File: src/rtl/dffram_port_arbiter.sv
// rtl/dffram_port_arbiter.sv - shares the single-port DFFRAM between the Wishbone port and the read-only housekeeping port
module dffram_port_arbiter #(
  parameter int ADDR_W = 8,
  parameter int DATA_W = 32,
  parameter int FAIR   = 1
) (
  input  logic                  core_clk,
  input  logic                  core_rst,
  input  logic                  wb_cyc_i,
  input  logic                  wb_stb_i,
  input  logic                  wb_we_i,
  input  logic [DATA_W/8-1:0]   wb_sel_i,
  input  logic [31:0]           wb_adr_i,
  input  logic [DATA_W-1:0]     wb_dat_i,
  output logic [DATA_W-1:0]     wb_dat_o,
  output logic                  wb_ack_o,
  input  logic                  ro_req_i,
  input  logic [ADDR_W-1:0]     ro_addr_i,
  output logic                  ro_ack_o,
  output logic [DATA_W-1:0]     ro_data_o,
  output logic                  ram_en_o,
  output logic [DATA_W/8-1:0]   ram_we_o,
  output logic [ADDR_W-1:0]     ram_a_o,
  output logic [DATA_W-1:0]     ram_di_o,
  input  logic [DATA_W-1:0]     ram_do_i,
  output logic [15:0]           stall_cnt_o
);

  typedef enum logic [1:0] {
    IDLE    = 2'd0,
    WB_RESP = 2'd1,
    RO_RESP = 2'd2
  } state_t;

  state_t              state;
  logic                last_grant_wb;
  logic [DATA_W-1:0]   ro_data_q;
  logic [15:0]         stall_cnt;

  logic                wb_pend;
  logic                ro_pend;
  logic                grant_wb;
  logic                grant_ro;
  logic                stall_evt;
  logic [ADDR_W-1:0]   wb_word;
  logic                unused_adr_bits;

  assign wb_pend = wb_cyc_i & wb_stb_i;
  assign ro_pend = ro_req_i;

  // Byte address to word address; upper bits are dropped so addresses alias.
  assign wb_word         = wb_adr_i[ADDR_W+1:2];
  assign unused_adr_bits = ^{wb_adr_i[31:ADDR_W+2], wb_adr_i[1:0]};

  // Grants only happen in IDLE; on a tie FAIR picks whoever did not win last.
  always_comb begin
    grant_wb = 1'b0;
    grant_ro = 1'b0;
    if (!core_rst && state == IDLE) begin
      if (wb_pend && ro_pend) begin
        if (FAIR == 0 || !last_grant_wb) begin
          grant_wb = 1'b1;
        end else begin
          grant_ro = 1'b1;
        end
      end else begin
        grant_wb = wb_pend;
        grant_ro = ro_pend;
      end
    end
  end

  // RAM strobes are driven straight from the grant so the access lands in the grant cycle.
  always_comb begin
    ram_en_o = 1'b0;
    ram_we_o = '0;
    ram_a_o  = '0;
    ram_di_o = '0;
    if (grant_wb) begin
      ram_en_o = 1'b1;
      ram_a_o  = wb_word;
      if (wb_we_i) begin
        ram_we_o = wb_sel_i;
        ram_di_o = wb_dat_i;
      end
    end else if (grant_ro) begin
      ram_en_o = 1'b1;
      ram_a_o  = ro_addr_i;
    end
  end

  // A cycle counts as a stall when some requester is waiting and is not the one being served.
  always_comb begin
    stall_evt = 1'b0;
    case (state)
      IDLE:    stall_evt = wb_pend & ro_pend;
      WB_RESP: stall_evt = ro_pend;
      RO_RESP: stall_evt = wb_pend;
      default: stall_evt = wb_pend | ro_pend;
    endcase
  end

  // Arbiter FSM: grant in IDLE, one response cycle, back to IDLE.
  always_ff @(posedge core_clk) begin
    if (core_rst) begin
      state         <= IDLE;
      last_grant_wb <= 1'b0;
      ro_data_q     <= '0;
    end else begin
      case (state)
        IDLE: begin
          if (grant_wb) begin
            state         <= WB_RESP;
            last_grant_wb <= 1'b1;
          end else if (grant_ro) begin
            state         <= RO_RESP;
            last_grant_wb <= 1'b0;
          end
        end
        WB_RESP: begin
          state <= IDLE;
        end
        RO_RESP: begin
          ro_data_q <= ram_do_i;
          state     <= IDLE;
        end
        default: begin
          state <= IDLE;
        end
      endcase
    end
  end

  // Saturating stall counter, cleared only by reset.
  always_ff @(posedge core_clk) begin
    if (core_rst) begin
      stall_cnt <= '0;
    end else if (stall_evt && stall_cnt != 16'hFFFF) begin
      stall_cnt <= stall_cnt + 16'd1;
    end
  end

  // RAM read data is only valid in the response cycle, so acks and data bypass from ram_do_i there.
  assign wb_ack_o    = !core_rst && state == WB_RESP && wb_cyc_i;
  assign wb_dat_o    = wb_ack_o ? ram_do_i : '0;
  assign ro_ack_o    = !core_rst && state == RO_RESP;
  assign ro_data_o   = core_rst ? '0 : (ro_ack_o ? ram_do_i : ro_data_q);
  assign stall_cnt_o = stall_cnt;

endmodule

File: config.mk
export PLATFORM = sky130hd
export DESIGN_NAME = dffram_port_arbiter
export DESIGN_NICKNAME = d
export VERILOG_FILES = /design/src/rtl/dffram_port_arbiter.sv
export SDC_FILE = /design/constraint.sdc
export NUM_CORES = 1
export LEC_CHECK = 0
export CAP_MARGIN = 0
export CORE_MARGIN = 2
export CORE_UTILIZATION = 33
export CTS_BUF_LIST = sky130_fd_sc_hd__clkbuf_4
export DETAILED_ROUTE_END_ITERATION = 8
export PLACE_DENSITY = 0.83
export SLEW_MARGIN = 15
export SYNTH_ARGS = -nofsm -noshare
export SYNTH_HDL_FRONTEND = slang
export SYNTH_SLANG_ARGS = --single-unit
File: constraint.sdc
create_clock -name core_clk -period 2.2 [get_ports core_clk]
set_clock_uncertainty 0.1 [all_clocks]
set_input_delay 0.44 -clock core_clk [delete_from_list [all_inputs] [get_ports core_clk]]
set_output_delay 0.44 -clock core_clk [all_outputs]
set_load 0.01 [all_outputs]
# After elaboration in Yosys (flattened, before gate mapping)
# Cells that the tools add are included.
# totals
regBits,51
out_inout_bits,127
word_cells,47
# op_classes
addsub,1
n_eq_ne,3
muxes,22
n_bitwise,4
reduce_logical,12
# ops
cell,n
2-to-1 mux 32 bit,5
"adder 16 x 1 -> 16 bit, second input constant",1
2-to-1 mux 8 bit,2
"!= test 16 bit, second input constant",1
2-to-1 mux 1 bit,12
2-to-1 mux 4 bit,2
logical AND 1 bit,6
case mux 1 bit (3 select lines),1
OR reduction 3 bit,1
AND 1 bit,2
"equality test 2 x 1 -> 1 bit, second input constant",1
"equality test 2 bit, second input constant",1
zero test 2 bit,1
AND reduction 2 bit,1
nonzero test 2 bit,1
OR reduction 2 bit,1
zero test 1 bit,1
NOT 1 bit,1
bitwise OR 1 bit,1

# Depth between registers and ports, before layout
# Gate-level depths: netlist (run 1).
# depth
depth_word,6
mapped_depth,6
ltp_nobuf,5

# Worst setup path after synthesis (run 1)
# No wires, ideal clock.
# synth_path
path_type,input to output
from,input core_rst
to,output ram_di_o[0]
arrival_time_ps,1507
required_time_ps,1660
slack_ps,153
cell_stages,6
path_buffers,3
cell_sequence,clkbuf_1 > nor3_1 > and2_1 > buf_2 > clkbuf_1 > and3_1
# synth_between
elab_chain_len,4
# synth_lines
item,line,text
start: declaration,8,"input logic core_rst,"
zero test 1 bit,59,if (!core_rst && state == IDLE) begin
logical AND 1 bit,59,
2-to-1 mux 1 bit,59,
2-to-1 mux 32 bit,79,if (grant_wb) begin
end: declaration,24,"output logic [DATA_W-1:0] ram_di_o,"
# No other way between the ends.

# Worst setup path after layout (run 1)
# layout_path
from,register state[1]
to,output ram_we_o[3]
# layout_between
elab_chain_len,4
# layout_lines
item,line,text
start: declaration,35,state_t state;
start signal: assignment,106,state <= IDLE;
start signal: assignment,113,state <= WB_RESP;
start signal: assignment,116,state <= RO_RESP;
zero test 2 bit,59,
logical AND 1 bit,59,
2-to-1 mux 1 bit,59,
2-to-1 mux 4 bit,79,
end: declaration,22,"output logic [DATA_W/8-1:0] ram_we_o,"
# No other way between the ends.

==> results of run 1 <==
cell type report:
class,count,area share (%)
inverters,1,0.0552
clock inverters,3,0.295
well taps,105,1.93
repair buffers,322,47.1
multi-input cells,299,34.9
flip-flops and latches,51,15.2
clock buffers,5,0.552
kinds of logic (layout without fill, tap and decap cells):
group,Yosys count,in the layout
muxes,4,4
adders and majority gates,1,1
buffers and inverters,33,331
and+or+nand+nor,189,189
AOI/OAI and AO/OA,104,105
DFF,51,51
Yosys cell counts, types with 2 or more instances:
| library cell | n |
|---|---|
| buf_6 | 2 |
| nor4_1 | 2 |
| nand4_1 | 4 |
| nand3_1 | 3 |
| clkbuf_1 | 25 |
| a22o_1 | 8 |
| a21oi_1 | 75 |
| o21ai_0 | 4 |
| nor2_1 | 8 |
| and2_1 | 35 |
| o211a_1 | 2 |
| buf_1 | 4 |
| o31ai_1 | 8 |
| and4_1 | 3 |
| mux2_2 | 4 |
| nor3_1 | 3 |
| or4_1 | 7 |
| nor2b_1 | 6 |
| and3_1 | 38 |
| dfxtp_1 | 51 |
| nand2_1 | 70 |
| or3_1 | 3 |
sequential cells by signal (all words and copies together), names as in the netlist:
name,flops
last_grant_wb,1
state,2
ro_data_q,32
stall_cnt_o,16
power by group through the flow:
stage          registers, mW  clock network (mW)  logic (mW)
6_report               0.977               0.448       0.815
5_1_grt                0.981               0.480       0.856
4_1_cts                0.968               0.444       0.668
3_5_place_dp           0.988                   0       0.544
3_3_place_gp           0.985                   0       0.535
2_1_floorplan          0.986                   0       0.180
final timing paths:
path / slack [ns] / from / cells after the start / to
min: 0.38 / ro_data_q[24]$_SDFFE_PP0N_ / 2 / ro_data_q[24]$_SDFFE_PP0N_
max: -0.16 / state[1]$_SDFFE_PP0N_ / 8 / ram_we_o[3]
min reg2reg: 0.38 / ro_data_q[24]$_SDFFE_PP0N_ / 2 / ro_data_q[24]$_SDFFE_PP0N_
max reg2reg: 0.24 / stall_cnt_o[0]$_SDFFE_PP0P_ / 5 / stall_cnt_o[12]$_SDFFE_PP0P_
metal layers:
layer | global-route usage, % | wire (µm)
met3 | 6.47 | 1150
met1 | 27.5 | 5160
met2 | 51.8 | 8250
met5 | 0 | 0
met4 | 8.88 | 666
what timing repair did:
item,4_1_cts,5_1_grt
buffers inserted,28,24
gates resized for setup,560,179
gates cloned,10,5
pin swaps,41,47
endpoints found under the setup margin,111,110
worst max-delay path, cell delays in order (launching register included):
cell	delay (ns)
dfxtp_2	0.36
buf_6	0.11
nor3_4	0.17
and2_4	0.21
buf_6	0.11
buf_6	0.11
buf_6	0.09
and3_4	0.18
buf_6	0.10
metrics by stage:
stage,setup TNS [ns],cell area (µm²),util (%)
after floorplan,0,2860,-
after global placement,-42.50,5450,65.6
after detailed placement,-43.83,5450,65.6
after CTS,-9.11,5950,71.7
after global routing,-11.77,6790,81.9
final,-6.38,6790,81.9
==> metrics.yaml, run 1 <==
run_status:
  outcome: "finished, violations left"
  violations: "setup timing"
drt:
  drcViolationCount: 0
  wire_per_inst_um: 19.4
  firstDrtPassIters: 4
  detail-route-antenna-nets: 0
  first_iter_violations: 182
  vias_per_cell: 5.38
  wirelength_mm: 15.2
  vias: 4232
final_layout:
  final_common_cell: "clkdlybuf4s50_1"
  fin_nets: 795
  layout-drive-gt1-share_pct: 54.9
  syn_to_final_growth_pct: 138
  final_cell_mix: "101 x clkdlybuf4s50_1, 87 x buf_6, 54 x buf_2, 52 x buf_4, 48 x dfxtp_1"
  ff_latch_area_um2: 1030
  finalNonFillerCells: 786
  multi_input_area_um2: 2370
  diodes: 0
  fill_cells: 489
synthesis:
  synth-xor-area-share_pct: 0
  synth-simple-area-share_pct: 36.3
  synth_top_family_by_area: "simple AND/OR/NAND/NOR gates"
  syn_inst: 382
  synth-compound-area-share_pct: 21.1
  yosys.area.top_type_share_pct: 35.7
  ys.flop_type: "dfxtp_1"
  avgSynthCellArea_um2: 7.49
  syn_area_um2: 2860
  yosys.area.top_type: "dfxtp_1"
  muxShareOfSynthArea_pct: 1.57
  ys_types: 39
  yosys-top-cells-area: "dfxtp_1 36%, a21oi_1 13%, nand2_1 9.2%"
  synth_nets: 497
  synthAdderAreaFrac_pct: 0.437
  ys_seq_area_share_pct: 35.7
  ys_warn_count: 0
  async_flop_share_pct: 0
  ys_seq_elements: 51
  synth_edf_count: 0
pwr:
  p_leak_nw: 3.12
  p_switching_mw: 0.699
  ir_worst_vdd_uv: 212
  finalPower_mw: 2.24
  seqPwrFrac_pct: 43.6
  powerDensity_nw_per_um2: 330
  p_comb_share_pct: 36.4
  pwr-share-clk_pct: 20.0
  intPower_mw: 1.54
  p_sw_share_pct: 31.2
sta:
  slew_violations: 0
  hold-worst-slack_ns: 0.384
  worst_pin_slew_ns: 0.588
  slew_headroom_pct: 60.8
  period_share_pct: 107
  fmax_mhz: 424
  setup_ws_ns: -0.157
  setup_viol: 89
  rsz0062_at_grt: "true"
  hold_viol_final: 0
  fin_crit_ns: 2.36
die:
  core_um2: 8300
  die-area_um2: 9430
  die_h_um: 97.1
  start_util_pct: 34.5
  ioPinCount: 241
  rows: 33
  fp.dieW_um: 97.1
placement:
  gp_congestion: 0.837
  dp.cells: 720
  place_ws_ns: -0.603
  hpwl_mm: 8.37
  io_buffers: 216
job:
  maxCapViolCount: 0
clock_tree:
  insertion_delay_ns: 0.39
  clock-sinks: 51
  root_buffer: "clkbuf_4"
  tritoncts: "yes"
  cts_hold_buffers: 0
  cts_max_path_buffers: 2
  htree_levels: 2
  numCtsBuffers: 5
  clk_pin_slew_worst_paths_ns: 0.16
grt:
  grt_max_degree: 64
  gr-total-overflow: 0
  track_usage_pct: 26.6
  grt_pass1_wl_mm: 20.5
  first_global_vias: 4165
  antenna_found_initial: 0
setup_path:
  critPathCaptureType: "output pin"
  crit_required_ns: 1.66
  start_kind: "flop"
  cp_data_arrival_time_ns: 1.82
  crit_type: "flop to output pin"
  crit_fanout: 7
hold_path:
  hold_path_class: "flop to flop"
(Power assumes the default switching activity.)
==> inputs of run 2 (changes only) <==
Settings changed: CORE_ASPECT_RATIO set to 1.25, GPL_ROUTABILITY_DRIVEN set to 0.
==> metrics.yaml, run 2 (same netlist as run 1, synthesis figures left out) <==
drt:
  vias: 4049
  wirelength_mm: 13.6
  detail-route-antenna-nets: 0
  first_iter_violations: 163
  firstDrtPassIters: 4
  wire_per_inst_um: 18.1
  drcViolationCount: 0
  vias_per_cell: 5.40
pwr:
  finalPower_mw: 2.16
  ir_worst_vdd_uv: 253
  p_leak_nw: 2.71
  powerDensity_nw_per_um2: 359
placement:
  place_area_um2: 5450
  dp.cells: 718
  io_buffers: 216
  hpwl_mm: 8.66
clock_tree:
  tritoncts: "yes"
  insertion_delay_ns: 0.36
  htree_levels: 2
  clock-sinks: 51
  numCtsBuffers: 5
  root_buffer: "clkbuf_4"
  cts_max_path_buffers: 2
  clk_pin_slew_worst_paths_ns: 0.15
sta:
  period_share_pct: 102
  hold_viol_final: 0
  fin_crit_ns: 2.24
  setup_viol: 28
  worst_pin_slew_ns: 0.569
  fmax_mhz: 446
  setup_total_negative_slack_ns: -0.498
  setup_ws_ns: -0.0437
  slew_violations: 0
  slew_headroom_pct: 62.0
  rsz0062_at_grt: "true"
hold_path:
  hold_path_class: "primary input to flop"
final_layout:
  largest_register_ffs: 32
  fin_nets: 764
  regMostFlops: "ro_data_q"
  layout-drive-gt1-share_pct: 46.2
  finalInstanceArea_um2: 6020
  final_cell_mix: "101 x clkdlybuf4s50_1, 72 x buf_2, 53 x a21oi_1, 48 x buf_6, 48 x dfxtp_1"
  final_util_pct: 70.4
  finalNonFillerCells: 750
  diodes: 0
  final_common_cell: "clkdlybuf4s50_1"
  syn_to_final_growth_pct: 111
grt:
  grt_max_degree: 49
  track_usage_pct: 23.3
  grt_pass1_wl_mm: 17.5
  antenna_found_initial: 0
  first_global_vias: 3676
  gr-total-overflow: 0
run_status:
  outcome: "finished, violations left"
  violations: "setup timing"
setup_path:
  start_kind: "flop"
  crit_fanout: 7
  r2r_slack_ns: 0.24
  cp_common_cell: "buf_6"
  cpPeakStageDelay_ns: 0.39
  crit_required_ns: 1.66
  crit_type: "flop to output pin"
  critPathCaptureType: "output pin"
  slowest_stage: "dfxtp_2"
  cp_data_arrival_time_ns: 1.70
  crit_chain: "buf_6, nor2b_4, buf_6, buf_8, nand2_1, a21oi_2, buf_2"
die:
  rows: 38
  die_h_um: 108
  start_util_pct: 33.4
  die-area_um2: 9430
  fp.dieW_um: 87.3
  ioPinCount: 241
  core_um2: 8560
job:
  maxCapViolCount: 0
-- run 2: through the flow --
| stage | worst slack, ns | hold slack (ns) |
|---|---|---|
| global route | -0.142 | 0.360 |
| CTS | -0.0762 | 0.313 |
| detailed placement | -0.623 | 0.356 |
| floorplan | 0.153 | 0.344 |
| finish | -0.0437 | 0.363 |
| global placement | -0.620 | 0.350 |
-- run 2: repair_timing --
item / in CTS / in global routing
hold buffers: 0 / 0
gates resized for setup: 452 / 164
buffers inserted: 5 / 5
cloned: 5 / 12
endpoints found under the setup margin: 111 / 110
pin swaps: 12 / 35
-- run 2: worst max-delay path, delay by kind of cell, from the launching register on --
kind / cells / cell delay [ns]
AND/OR/NAND/NOR: 2 / 0.25
flip-flops: 1 / 0.39
AO/OA/AOI/OAI: 1 / 0.14
buffers and inverters: 4 / 0.56
-- run 2: layout make-up --
class,count,area [µm²]
Timing Repair Buffer,291,2710
Fill cell,636,2530
Multi-Input combinational cell,299,2080
Sequential cell,51,1020
Tap cell,100,125
Clock inverter,3,38.8
Clock buffer,5,37.5
Inverter,1,3.75
-- run 2: report_power, final --
group,switching (mW),internal [mW]
combinational,0.289,0.377
clock,0.290,0.234
sequential,0.0157,0.956
-- run 2: path summary, 6_finish.rpt --
check                                                from                            to  depth (start not counted)
worst min-delay path                             core_rst         state[0]$_SDFFE_PP0P_                          3
worst max-delay path                state[1]$_SDFFE_PP0N_                 ro_data_o[28]                          7
worst max register to register      state[1]$_SDFFE_PP0N_  stall_cnt_o[10]$_SDFFE_PP0P_                          7
worst min register to register  ro_data_q[3]$_SDFFE_PP0N_     ro_data_q[3]$_SDFFE_PP0N_                          2
-- run 2: metal layers --
metal | part of all wire [%] | track usage, % | vias to the layer above
met1 | 35 | 26.6 | 1926
met4 | 2.8 | 7.69 | 0
met5 | 0 | 0 | -
li1 | - | - | 1891
met3 | 6.8 | 4.50 | 30
met2 | 55 | 42.6 | 202
==> inputs of run 3 (changes only) <==
Settings changed: CORE_MARGIN 2 to unset.
==> metrics.yaml, run 3 (same netlist as run 1, synthesis figures left out) <==
final_layout:
  largest_register_ffs: 32
  finalInstanceArea_um2: 6010
  final_common_cell: "clkdlybuf4s50_1"
  regMostFlops: "ro_data_q"
  final_cell_mix: "101 x clkdlybuf4s50_1, 68 x buf_2, 60 x a21oi_1, 53 x buf_6, 52 x nand2_1"
  layout-drive-gt1-share_pct: 43.6
  final_util_pct: 72.1
  finalNonFillerCells: 743
  fin_nets: 759
  syn_to_final_growth_pct: 110
grt:
  busiest_layer: "met2"
  gr-total-overflow: 0
  grt_pass1_wl_mm: 17.9
  antenna_found_initial: 3
  grt_max_degree: 53
  use_met1_pct: 28.5
  use_met2_pct: 45.9
  first_global_vias: 3693
  track_usage_pct: 25.1
  grtUsageMet3_pct: 6.52
setup_path:
  cp_data_arrival_time_ns: 1.72
  reg2reg_from: "stall_cnt_o[0]$_SDFFE_PP0P_"
  reg2regPathDepth: 5
  crit_fanout: 5
  r2r_end: "stall_cnt_o[12]$_SDFFE_PP0P_"
  crit_required_ns: 1.66
  crit_type: "primary input to output pin"
  critPathCaptureType: "output pin"
  r2r_slack_ns: 0.18
  start_kind: "primary input"
  crit_start: "wb_stb_i"
die:
  start_util_pct: 34.3
  die_h_um: 106
  fp.dieW_um: 85.3
  die-area_um2: 9050
  ioPinCount: 241
  core_um2: 8330
  rows: 37
clock_tree:
  clk_pin_slew_worst_paths_ns: 0.14
  cts_max_path_buffers: 2
  insertion_delay_ns: 0.36
  tritoncts: "yes"
  root_buffer: "clkbuf_4"
  htree_levels: 2
  clock-sinks: 51
  numCtsBuffers: 5
job:
  maxCapViolCount: 0
drt:
  drcViolationCount: 0
  wire_per_inst_um: 18.5
  vias: 4046
  detail-route-antenna-nets: 0
  first_iter_violations: 153
  firstDrtPassIters: 4
  vias_per_cell: 5.45
  wirelength_mm: 13.7
placement:
  io_buffers: 216
  dp.cells: 711
  hpwl_mm: 8.61
  place_area_um2: 5420
pwr:
  ir_worst_vdd_uv: 271
  p_comb_share_pct: 29.0
  p_leak_nw: 2.63
  pwr-share-clk_pct: 28.8
  powerDensity_nw_per_um2: 382
  p_sw_share_pct: 25.9
  intPower_mw: 1.70
  p_switching_mw: 0.596
  seqPwrFrac_pct: 42.2
sta:
  hold-worst-slack_ns: 0.370
  hold_viol_final: 0
  fmax_mhz: 443
  setup_ws_ns: -0.0558
  fin_crit_ns: 2.26
  setup_total_negative_slack_ns: -0.624
  rsz0062_at_grt: "true"
  setup_viol: 44
  period_share_pct: 103
  slew_headroom_pct: 62.4
  worst_pin_slew_ns: 0.564
  slew_violations: 0
run_status:
  violations: "setup timing"
  outcome: "finished, violations left"
hold_path:
  hold_start: "ro_data_q[1]$_SDFFE_PP0N_"
  min_to: "ro_data_q[1]$_SDFFE_PP0N_"
  hold_path_class: "flop to flop"
  hold_path_depth: 2
[run 3: routing by layer]
| metal | routed length [µm] | up-vias |
|---|---|---|
| met2 | 7200 | 213 |
| met5 | 13 | - |
| met4 | 274 | 2 |
| met3 | 1050 | 26 |
| met1 | 5190 | 1919 |
| li1 | - | 1886 |
[run 3: critical path, cell delays in order]
cell and delay [ns]:
dlygate4sd2_1 0.26, nand2_2 0.10, a21oi_1 0.05, and2_4 0.15, buf_6 0.13, buf_6 0.11
buf_6 0.12, a22o_1 0.20, buf_2 0.14
[run 3: power by group through the flow]
stage	registers (mW)	clock network, mW	logic [mW]
finish	0.969	0.662	0.665
global route	0.973	0.720	0.702
floorplan	0.986	0	0.180
detailed placement	0.986	0	0.547
CTS	0.967	0.675	0.538
global placement	0.985	0	0.541
[run 3: per-stage QoR]
step	total power [mW]	setup WS [ns]
floorplan	1.17	0.153
global placement	1.53	-0.546
detailed placement	1.53	-0.575
CTS	2.18	-0.0729
global route	2.40	-0.129
finish	2.30	-0.0558
[run 3: worst max-delay path by stage]
stage,endpoint,cells past startpoint
after floorplan,ram_di_o[0],6
after global placement,wb_dat_o[3],6
after detailed placement,ram_a_o[2],7
after CTS,ram_di_o[31],5
after global routing,ro_data_o[3],7
final,ram_a_o[3],9
[run 3: layout make-up]
| cell class | count | area [µm²] |
|---|---|---|
| Antenna cell | 1 | 2.50 |
| Clock buffer | 6 | 45.0 |
| Clock inverter | 2 | 60.1 |
| Fill cell | 615 | 2320 |
| Inverter | 1 | 3.75 |
| Multi-Input combinational cell | 298 | 2040 |
| Sequential cell | 51 | 1030 |
| Tap cell | 97 | 121 |
| Timing Repair Buffer | 287 | 2710 |
[run 3: what timing repair did]
action	in CTS	in global routing
pin swaps	2	48
gates cloned	3	12
buffers inserted	1	8
resized for setup	430	167
hold buffers	0	0
endpoints found under the setup margin	111	106
